File: config.mk
export PLATFORM = sky130hd
export DESIGN_NAME = i2s_dac_tx
export DESIGN_NICKNAME = d
export VERILOG_FILES = /design/src/rtl/i2s_dac_tx.sv
export SDC_FILE = /design/constraint.sdc
export NUM_CORES = 1
export LEC_CHECK = 0
export CORE_MARGIN = 4
export CORE_UTILIZATION = 50
export CTS_BUF_LIST = sky130_fd_sc_hd__clkbuf_16
export DETAILED_ROUTE_END_ITERATION = 8
export GPL_TIMING_DRIVEN = 0
export PLACE_DENSITY = 0.78
export SETUP_SLACK_MARGIN = 0.05
export SKIP_LAST_GASP = 1
export SLEW_MARGIN = 20
export SYNTH_ARGS = -nofsm -noshare
export SYNTH_HDL_FRONTEND = slang
export SYNTH_SLANG_ARGS = --single-unit
File: constraint.sdc
create_clock -name clk -period 2.5 [get_ports clk]
set_clock_uncertainty 0.15 [all_clocks]
set_input_delay 0.5 -clock clk [delete_from_list [all_inputs] [get_ports clk]]
set_output_delay 0.5 -clock clk [all_outputs]
set_load 0.01 [all_outputs]
File: src/rtl/i2s_dac_tx.sv
// Stereo I2S transmitter for a PCM5102-class DAC.
// A valid/ready port fills a one-pair holding buffer. Each 64-BCK frame loads the
// buffered pair into the frame registers and shifts it out MSB-first, one bit per
// BCK, with LRCK low for the left slot and high for the right slot.
// The MSB of each slot follows the LRCK edge by one BCK, which is standard I2S.
// When no new pair is waiting at a frame boundary, the previous pair repeats and
// underrun pulses for one clk.
module i2s_dac_tx #(
    parameter int w_sample = 16,
    parameter int bck_half = 4
) (
    input  logic                clk,
    input  logic                rst_n,
    input  logic [w_sample-1:0] left,
    input  logic [w_sample-1:0] right,
    input  logic                sample_valid,
    output logic                sample_ready,
    output logic                bck,
    output logic                lrck,
    output logic                dout,
    output logic                underrun
);

    localparam int               DIV_W    = (bck_half > 1) ? $clog2(bck_half) : 1;
    localparam logic [DIV_W-1:0] DIV_LAST = DIV_W'(bck_half - 1);

    logic [DIV_W-1:0]    div_cnt;
    logic [5:0]          bit_cnt;
    logic [5:0]          bit_nxt;
    logic                tick;
    logic                fall;
    logic                load;
    logic                accept;
    logic [w_sample-1:0] buf_l;
    logic [w_sample-1:0] buf_r;
    logic [w_sample-1:0] frame_l;
    logic [w_sample-1:0] frame_r;

    // Bit of a slot at position pos.
    // Position 0 is the one-BCK I2S delay. Positions 1..w_sample carry the word
    // MSB first. Positions above w_sample are zero padding.
    function automatic logic slot_bit(input logic [w_sample-1:0] word,
                                      input logic [4:0]          pos);
        logic [w_sample-1:0] shifted;
        shifted = word >> (6'(w_sample) - {1'b0, pos});
        if (pos == 5'd0 || {1'b0, pos} > 6'(w_sample)) begin
            return 1'b0;
        end
        return shifted[0];
    endfunction

    assign tick    = (div_cnt == DIV_LAST);
    assign fall    = tick && bck;
    assign bit_nxt = bit_cnt + 6'd1;
    assign load    = fall && (bit_nxt == 6'd0);
    assign accept  = sample_valid && sample_ready;

    // BCK divider: toggle bck every bck_half clks.
    always_ff @(posedge clk or negedge rst_n) begin
        if (!rst_n) begin
            div_cnt <= '0;
            bck     <= 1'b0;
        end else if (tick) begin
            div_cnt <= '0;
            bck     <= ~bck;
        end else begin
            div_cnt <= div_cnt + 1'b1;
        end
    end

    // On each BCK falling edge, advance the frame position and drive lrck and dout.
    // Position 0 is the edge where the frame registers reload, so the word is not
    // read in that clk. The register update lands before position 1 is serialized.
    always_ff @(posedge clk or negedge rst_n) begin
        if (!rst_n) begin
            bit_cnt <= 6'd63;
            lrck    <= 1'b1;
            dout    <= 1'b0;
        end else if (fall) begin
            bit_cnt <= bit_nxt;
            lrck    <= bit_nxt[5];
            dout    <= slot_bit(bit_nxt[5] ? frame_r : frame_l, bit_nxt[4:0]);
        end
    end

    // Buffer-empty flag, which doubles as sample_ready, and the underrun pulse.
    // An accept can only occur while the buffer is empty. A load can only empty a
    // full buffer. The two updates therefore never conflict.
    // An accept on an empty-buffer load edge fills the buffer for the next frame.
    always_ff @(posedge clk or negedge rst_n) begin
        if (!rst_n) begin
            sample_ready <= 1'b1;
            underrun     <= 1'b0;
        end else begin
            underrun <= load && sample_ready;
            if (load && !sample_ready) begin
                sample_ready <= 1'b1;
            end else if (accept) begin
                sample_ready <= 1'b0;
            end
        end
    end

    // Frame registers: take the buffered pair at a frame boundary, otherwise hold
    // the previous pair so that it repeats.
    always_ff @(posedge clk or negedge rst_n) begin
        if (!rst_n) begin
            frame_l <= '0;
            frame_r <= '0;
        end else if (load && !sample_ready) begin
            frame_l <= buf_l;
            frame_r <= buf_r;
        end
    end

    // Holding buffer data.
    // Its contents matter only while the empty flag is clear, so reset does not
    // touch it.
    always_ff @(posedge clk) begin
        if (accept) begin
            buf_l <= left;
            buf_r <= right;
        end
    end

endmodule

==> Flow_metrics.wiki, run 1 <==
{| class="wikitable"
! Metric !! Value
|-
| Signed area change from the synthesized netlist to the final layout || 35.9%
|-
| Combinational family with the most area after synthesis || multiplexers
|-
| # clock sinks || 76
|-
| Area of the placeable core || 6530 um^2
|-
| Total die area || 8280 um^2
|-
| Die Wd || 91 um
|-
| Relative contribution of sequential cells to total power || 46.0%
|-
| Part of the cycle the worst path needs || 102%
|-
| DR vias/cell || 5.74
|-
| Vias in the first global route || about 2300
|-
| Met3 layer usage reported by global route || between 3 and 4%
|-
| Total leakage power || 0.00187 uW
|-
| Count of flip-flops with a built-in enable after synthesis || 32
|-
| 1st-pass router iterations || 4
|-
| Final weighted congestion in routability-driven placement || 0.902
|-
| Post-synth top area cell || sky130_fd_sc_hd__edfxtp_1
|-
| Final hold violation count || 0
|-
| Top fanout value on the critical path || 5
|-
| Power after layout || 2840 uW
|-
| Largest net degree at the start of global routing || 33
|-
| Share of cells above drive strength 1 || about 36%
|-
| Crit. End Element || register
|-
| Initial antenna violation count || 0
|-
| Total inserted antenna cells || 0
|-
| Overall routed net length || roughly 7800 um
|-
| Synthesized net count || 275
|-
| Number of synthesized register bits || 76
|-
| Synthesized-area fraction occupied by ao, oa, aoi and oai cells || 8.75%
|-
| Synth Area in Simple Gates || 9.99%
|-
| Die Span Y || 91 um
|-
| Highest-utilization routing layer at the global route stage || met2
|-
| Data required time of the worst path || roughly 2600 ps
|-
| Max transition margin || between 50% and 60%
|-
| Max-Cap Viols || 0
|-
| CP max stage cell || sky130_fd_sc_hd__dfstp_2
|-
| I/O pin count || 40
|-
| Internal power of the cells || 2320 uW
|-
| Filler cell count || 435
|-
| Leading cell types by total area after synthesis || sky130_fd_sc_hd__edfxtp_1 28%, sky130_fd_sc_hd__dfrtp_1 27%, sky130_fd_sc_hd__mux2_4 13%
|-
| Fraction of power spent switching nets || a little under a fifth
|-
| Share of total power in the clock network || 51.6%
|-
| Worst Tran Pin Value || 706 ps
|-
| Number of H-tree branching levels || 3
|-
| Via count || 2250
|-
| Pins over their slew limit || 0
|-
| Placed cells || 355
|-
| Violations in the final reports || negative setup slack
|-
| Area share of the largest cell type after synthesis || around 28%
|-
| Detailed router's first-iteration violation count || 152
|-
| Global Route met1 Usage || roughly a quarter
|-
| Maximum vdd drop || 0.505 mV
|-
| Global Route met2 Usage || 30.8%
|-
| Clock latency of the later-clocked register in the worst-skew pair || 330 ps
|-
| Cell variety after synth || 55
|-
| DR WL/cell || 19.9 um
|-
| Status || complete, but fails checks
|-
| Post-DRT Antenna Nets || 0
|-
| Post-synthesis cell area || around 3400 um^2
|-
| Post-synthesis share of cell area spent on full adders, half adders and majority gates || less than 1%
|-
| Global-route wire length before repair || 11900 um
|-
| CTS clock-pin slew for the worst setup and hold paths || 60 ps
|-
| Switching component of the power || 513 uW
|-
| Fin nets || roughly 350
|-
| Type of element launching the critical path || register
|-
| Per-instance average area after synthesis || 14.5 um^2
|-
| # DRC || 0
|-
| Final critical delay including setup and external delays || 2560 ps
|-
| TritonCTS buffer count || 9
|-
| Most used DFF post-synth || sky130_fd_sc_hd__dfrtp_1
|-
| Standard-cell rows || 29
|-
| Proportion of synthesized flip-flops having asynchronous set or reset || 57.9%
|-
| Clock Tree Buf Depth || 2
|-
| Global-route congestion overflow total || 0
|-
| Worst path arrival time || 2620 ps
|-
| Count of input and output buffers || 39
|-
| Total GRT Usage || 18.6%
|-
| Cell chosen for the clock root || sky130_fd_sc_hd__clkbuf_16
|-
| Maximum clock rate || 391 MHz
|-
| Worst min-delay path category || input pin to asynchronous set/reset pin
|-
| Classification of the worst setup path || register to register
|-
| Setup slack after layout || -58.5 ps
|-
| Starting density of the core || 52.7%
|-
| Proportion of synthesized chip area in sequential cells || 60.1%
|-
| Final setup violation count || 32
|-
| Clock tree from TritonCTS || built
|-
| Worst Reg-to-Reg Cells || 9
|-
| Multiplexer fraction of the synthesized cell area || 15.1%
|-
| Post-DP HPWL || about 4900 um
|-
| Unrepaired setup endpoints after global routing || true
|-
| Pwr Density || 606 nW/um^2
|-
| Xor and xnor area share after synthesis || 1.53%
|-
| Combinational cell fraction of total power || 2.5%
|-
| Count of mapped cells out of synthesis || between 200 and 250
|-
| Multi-input logic area || about 1300 um^2
|-
| Number of warnings reported in the yosys synthesis log || 0
|-
| Slowest stage delay, CP || 570 ps
|-
| Register cell area after layout || 2070 um^2
|-
| Crit path cell chain || buf_6, nand3_4, o21ai_4, nand2_2, or4_4, nor2_8, buf_12, clkbuf_16, mux2_4
|-
| Number of standard cells in the final layout excluding fillers || 392
|}
## layout by cell type (no fill, tap or decap), types with 3 or more instances in the layout
master                             n
sky130_fd_sc_hd__a21oi_1           8
sky130_fd_sc_hd__buf_12            6
sky130_fd_sc_hd__buf_4            14
sky130_fd_sc_hd__buf_6             6
sky130_fd_sc_hd__bufinv_16         3
sky130_fd_sc_hd__clkbuf_16        11
sky130_fd_sc_hd__clkbuf_2          3
sky130_fd_sc_hd__clkdlybuf4s50_1  38
sky130_fd_sc_hd__dfrtp_1          37
sky130_fd_sc_hd__dfstp_2           7
sky130_fd_sc_hd__edfxtp_1         32
sky130_fd_sc_hd__mux2_4           32
sky130_fd_sc_hd__mux2i_1           3
sky130_fd_sc_hd__nand2_1           9
sky130_fd_sc_hd__nand2_2           3
sky130_fd_sc_hd__nand2b_1          6
sky130_fd_sc_hd__nand3_1           8
sky130_fd_sc_hd__nor2_1            9
sky130_fd_sc_hd__nor2b_1           3
sky130_fd_sc_hd__o211ai_1          5
sky130_fd_sc_hd__o21ai_0           5
sky130_fd_sc_hd__xnor2_1           3
sky130_fd_sc_hd__xor2_1            3
## cell families after synthesis
| logic type | count (synthesis) |
|---|---|
| AOI/OAI and AO/OA | 41 |
| and+or+nand+nor | 60 |
| buffers and inverters | 16 |
| DFF | 76 |
| xor gates and xnor gates | 6 |
| adders and majority gates | 2 |
| muxes | 37 |
## power groups by stage
stage	clock, uW	sequential, uW	combinational (uW)
floorplan	0	1330	0.000589
global placement	0	1330	63.9
detailed placement	0	1330	71.5
CTS	1470	1300	71.6
global route	1540	1300	76.0
finish	1460	1300	70.2
## registers in the layout, indices dropped and copies added, names as in the netlist
name / count
frame_r: 16
bit_cnt: 5
sample_ready: 1
buf_l: 16
buf_r: 16
bck: 1
dout: 1
div_cnt: 2
lrck: 1
underrun: 1
frame_l: 16
## cell type report
| cell class | instances | area share (%) |
|---|---|---|
| repair buffers | 63 | 14.8 |
| inverters | 3 | 0.241 |
| plain buffers | 12 | 2.81 |
| well taps | 77 | 2.06 |
| flip-flops and latches | 76 | 44.2 |
| clock buffers | 9 | 4.81 |
| clock inverters | 6 | 2.43 |
| multi-input cells | 146 | 28.6 |
## critical path, delay by kind of cell (launching register included)
kind	cells	cell delay, ps
AND/OR/NAND/NOR	4	820
flip-flops	1	570
buffers and inverters	3	420
multiplexers	1	290
AO/OA/AOI/OAI	1	180
## worst paths after layout
kind / start / to / slack (ps)
max: bit_cnt[1] / frame_r[1] / -60
min: rst_n / div_cnt[1] / 8
max reg2reg: bit_cnt[1] / frame_r[1] / -60
min reg2reg: div_cnt[0] / div_cnt[0] / 280
max in group asynchronous: rst_n / sample_ready / 1610
min in group clk: div_cnt[0] / div_cnt[0] / 280
## per-stage QoR
| step | hold WS (ps) | setup slack, ps | util (%) | area (um^2) | TNS [ps] |
|---|---|---|---|---|---|
| 4_1_cts | 18.8 | -24.5 | 68.9 | 4500 | -276 |
| 2_1_floorplan | 54.4 | 15.5 | - | 3460 | 0 |
| 3_5_place_dp | 275 | -373 | 60.7 | 3970 | -5920 |
| 6_report | 7.99 | -58.5 | 71.7 | 4680 | -1280 |
| 5_1_grt | 40.4 | -88.7 | 71.7 | 4680 | -2320 |
| 3_3_place_gp | 264 | -324 | 60.4 | 3940 | -18220 |
## per-layer routing
metal,wire [um],up-vias,share of wire (%)
met3,409,19,5.2
met4,199,0,2.5
met2,3920,77,50
met5,0,-,0
li1,-,1038,-
met1,3280,1116,42
## synth_stat cells, types with 5 or more instances
cell / n
sky130_fd_sc_hd__a21oi_1: 8
sky130_fd_sc_hd__clkbuf_1: 5
sky130_fd_sc_hd__dfrtp_1: 37
sky130_fd_sc_hd__dfstp_2: 7
sky130_fd_sc_hd__edfxtp_1: 32
sky130_fd_sc_hd__mux2_2: 5
sky130_fd_sc_hd__mux2_4: 29
sky130_fd_sc_hd__nand2_1: 12
sky130_fd_sc_hd__nand2b_1: 6
sky130_fd_sc_hd__nand3_1: 8
sky130_fd_sc_hd__nor2_1: 10
sky130_fd_sc_hd__o211ai_1: 5
sky130_fd_sc_hd__o21ai_0: 5
## repair_timing
action	in CTS	in global routing
resized for setup	17	19
endpoints found under the setup margin	34	33
buffers inserted	11	9
gates cloned	1	2
pin swaps	5	7
hold buffers	0	0
Power figures use the tool's default switching activity.
==> run 2, diff against run 1 <==
- CORE_ASPECT_RATIO: not set -> 1.4
==> Flow_metrics.wiki, run 2 (synthesis results as in run 1) <==
{| class="wikitable"
! Metric !! Value
|-
| Vias in the first global route || 2364 (+2.2%)
|-
| Part of the cycle the worst path needs || 100% (-2.0 points)
|-
| Count of input and output buffers || 39 (unchanged)
|-
| I/O pin count || 40 (unchanged)
|-
| Classification of the worst setup path || register to register
|-
| Total leakage power || 0.00185 uW (-1.1%)
|-
| Largest net degree at the start of global routing || 33 (unchanged)
|-
| DR WL/cell || 18.0 um (-9.7%)
|-
| Max transition margin || 51.9% (-1.0 points)
|-
| Data required time of the worst path || 2570 ps (about the same)
|-
| Type of element launching the critical path || register
|-
| Standard-cell rows || 35 (+21%)
|-
| Worst Hold Path EP || div_cnt[0]
|-
| Clock latency of the later-clocked register in the worst-skew pair || 340 ps (about the same)
|-
| Wire length on met3 || 222 um (-46%)
|-
| Hold-critical path depth || 1
|-
| Die Span Y || 106 um (+17%)
|-
| Global-route wire length before repair || 11700 um (-2.0%)
|-
| Setup slack after layout || -9.73 ps (+48.8 ps)
|-
| Share of cells above drive strength 1 || 33.9% (-1.7 points)
|-
| Clock tree from TritonCTS || built
|-
| Signed area change from the synthesized netlist to the final layout || 34.5%
|-
| Clock Tree Buf Depth || 2 (unchanged)
|-
| Crit. End Element || register
|-
| Uppermost layer routed || met4
|-
| CTS clock-pin slew for the worst setup and hold paths || 60 ps (about the same)
|-
| Worst min-delay path category || register to register
|-
| Area of the placeable core || 6660 um^2 (+1.9%)
|-
| Crit path cell chain || buf_6, and2_4, buf_6, a31oi_1, or4_4, nor2_8, buf_12, clkbuf_16, mux2_4
|-
| Initial antenna violation count || 0 (unchanged)
|-
| Worst Reg-to-Reg Cells || 9 (unchanged)
|-
| Top fanout value on the critical path || 5 (unchanged)
|-
| TritonCTS buffer count || 9 (unchanged)
|-
| # DRC || 0 (unchanged)
|-
| Startpoint of the worst register-to-register path || bit_cnt[4]
|-
| Setup slack, reg-to-reg || -10 ps (+50 ps)
|-
| Family with the most delay on the worst path || simple AND/OR/NAND/NOR gates
|-
| Post-DRT Antenna Nets || 0 (unchanged)
|-
| Maximum vdd drop || 0.696 mV (+38%)
|-
| Worst Tran Pin Value || 722 ps (+15.7 ps)
|-
| Slowest stage delay, CP || 530 ps (-40 ps)
|-
| Violations in the final reports || negative setup slack
|-
| Status || complete, but fails checks
|-
| Starting density of the core || 51.7% (-0.99 points)
|-
| Filler cell count || 468 (+7.6%)
|-
| Placed cells || 370 (+4.2%)
|-
| Setup crit start || bit_cnt[4]
|-
| Most frequent standard cell in the layout excluding fill and tap cells || sky130_fd_sc_hd__clkdlybuf4s50_1
|-
| Total GRT Usage || 18.6% (+0.023 points)
|-
| Most common cell type on the critical path || sky130_fd_sc_hd__buf_6
|-
| Die Wd || 78.2 um (-14%)
|-
| Maximum clock rate || 398 MHz (+1.9%)
|-
| Cell chosen for the clock root || sky130_fd_sc_hd__clkbuf_16
|-
| Final setup violation count || 6 (-81%)
|-
| Number of H-tree branching levels || 3 (unchanged)
|-
| Setup WS pre-CTS || -471 ps (-98.2 ps)
|-
| # clock sinks || 76 (unchanged)
|-
| Wl on met1 || 3060 um (-7.0%)
|-
| Final hold violation count || 0 (unchanged)
|-
| Worst path bufs/invs || 4 (+1)
|-
| Total inserted antenna cells || 0 (unchanged)
|-
| Origin of the worst min-delay path || div_cnt[0]
|-
| Worst path arrival time || 2580 ps (-40 ps)
|-
| Overall routed net length || 7290 um (-6.7%)
|-
| Endpoint of the lowest-slack register-to-register path || frame_l[5]
|-
| Detailed router's first-iteration violation count || 135 (-11%)
|-
| Unrepaired setup endpoints after global routing || true
|-
| CP max stage cell || sky130_fd_sc_hd__or4_4
|-
| Fin nets || 346 (-0.57%)
|-
| 1st-pass router iterations || 4 (unchanged)
|-
| Total die area || 8300 um^2 (+0.23%)
|-
| Final setup TNS || -33.9 ps (+1240 ps)
|-
| Pins over their slew limit || 0 (unchanged)
|-
| DR vias/cell || 5.41 (-5.7%)
|-
| Via count || 2191 (-2.6%)
|-
| Final critical delay including setup and external delays || 2510 ps (-48.8 ps)
|-
| Max-Cap Viols || 0 (unchanged)
|-
| Routed length on met2 || 3760 um (-4.1%)
|-
| Final weighted congestion in routability-driven placement || 0.886 (-1.8%)
|-
| Pwr Density || 634 nW/um^2 (+4.7%)
|-
| Number of standard cells in the final layout excluding fillers || 405 (+3.3%)
|-
| Commonest cells after routing, fill and taps aside || 38 x sky130_fd_sc_hd__clkdlybuf4s50_1, 37 x sky130_fd_sc_hd__dfrtp_1, 32 x sky130_fd_sc_hd__edfxtp_1
|-
| Global-route congestion overflow total || 0 (unchanged)
|-
| Post-DP HPWL || 4850 um (-0.68%)
|}
## run 2: cell count changes in the layout (fill, tap and decap cells not counted), moves of 2 or more
| cell | delta |
|---|---|
| sky130_fd_sc_hd__mux2_4 | -3 |
| sky130_fd_sc_hd__clkinvlp_4 | -2 |
| sky130_fd_sc_hd__buf_6 | -2 |
| sky130_fd_sc_hd__buf_4 | +2 |
| sky130_fd_sc_hd__clkbuf_2 | -2 |
| sky130_fd_sc_hd__mux2_2 | +3 |
## run 2: stage by stage
| stage | cell area [um^2] | hold WS [ps] | utilization, % | total power (uW) |
|---|---|---|---|---|
| 2_1_floorplan | 3460 | 54.4 | - | 1330 |
| 3_3_place_gp | 3960 | 263 | 59.5 | 1390 |
| 3_5_place_dp | 3990 | 279 | 59.9 | 1400 |
| 4_1_cts | 4570 | 287 | 68.6 | 2960 |
| 5_1_grt | 4630 | 306 | 69.6 | 3010 |
| 6_report | 4630 | 286 | 69.6 | 2940 |
## run 2: report_power, final
part / internal (uW) / leakage, uW / switching, uW / total [uW]
clock network: 1070 / 0.000176 / 492 / 1560
logic: 50.2 / 0.000799 / 20.7 / 71.0
registers: 1300 / 0.000873 / 0.000000000000258 / 1300
## run 2: worst register-to-register path: cells and delay by family, from the launching register on
kind / cells / cell delay, ps
AO/OA/AOI/OAI: 1 / 70
flip-flops: 1 / 520
AND/OR/NAND/NOR: 3 / 860
multiplexers: 1 / 290
buffers and inverters: 4 / 500
## run 2: worst max-delay path by stage
| stage | slack (ps) | end | cells past startpoint |
|---|---|---|---|
| 3_3_place_gp | -480 | dout | 8 |
| 6_report | -10 | frame_l[5] | 9 |
| 5_1_grt | -50 | frame_l[1] | 9 |
| 2_1_floorplan | 20 | frame_l[10] | 8 |
| 3_5_place_dp | -470 | dout | 8 |
| 4_1_cts | -20 | frame_r[2] | 8 |
## run 2: layout make-up
class	count	area (um^2)	area share [%]
multi-input combinational	146	1310	28.2
clock buffer	9	225	4.86
inverter	3	11.3	0.243
timing repair buffer	61	636	13.7
tap	92	115	2.48
clock inverter	6	138	2.97
sequential	76	2070	44.7
buffer	12	130	2.81
## run 2: timing repair
item / 4_1_cts / 5_1_grt
endpoints found under the hold margin: 13 / 0
setup buffers: 15 / 3
pin swaps: 3 / 6
hold buffers: 1 / 0
gates cloned: 1 / 1
resized for setup: 14 / 6
setup endpoints to repair: 34 / 33
## run 2: layer usage
layer	track usage, %	vias to the layer above
li1	-	1034
met3	4.41	17
met5	0	-
met1	22.4	1093
met4	9.50	0
met2	31.0	47
==> run 3, diff against run 2 <==
==> constraint.sdc (replaced) <==
create_clock -name clk -period 2.5 [get_ports clk]
set_clock_uncertainty 0.15 [all_clocks]
set_input_delay 0.375 -clock clk [delete_from_list [all_inputs] [get_ports clk]]
set_output_delay 0.375 -clock clk [all_outputs]
set_load 0.01 [all_outputs]
==> results of run 3 <==
Same layout as run 2 (identical final DEF). Status: complete, but fails checks: negative setup slack.
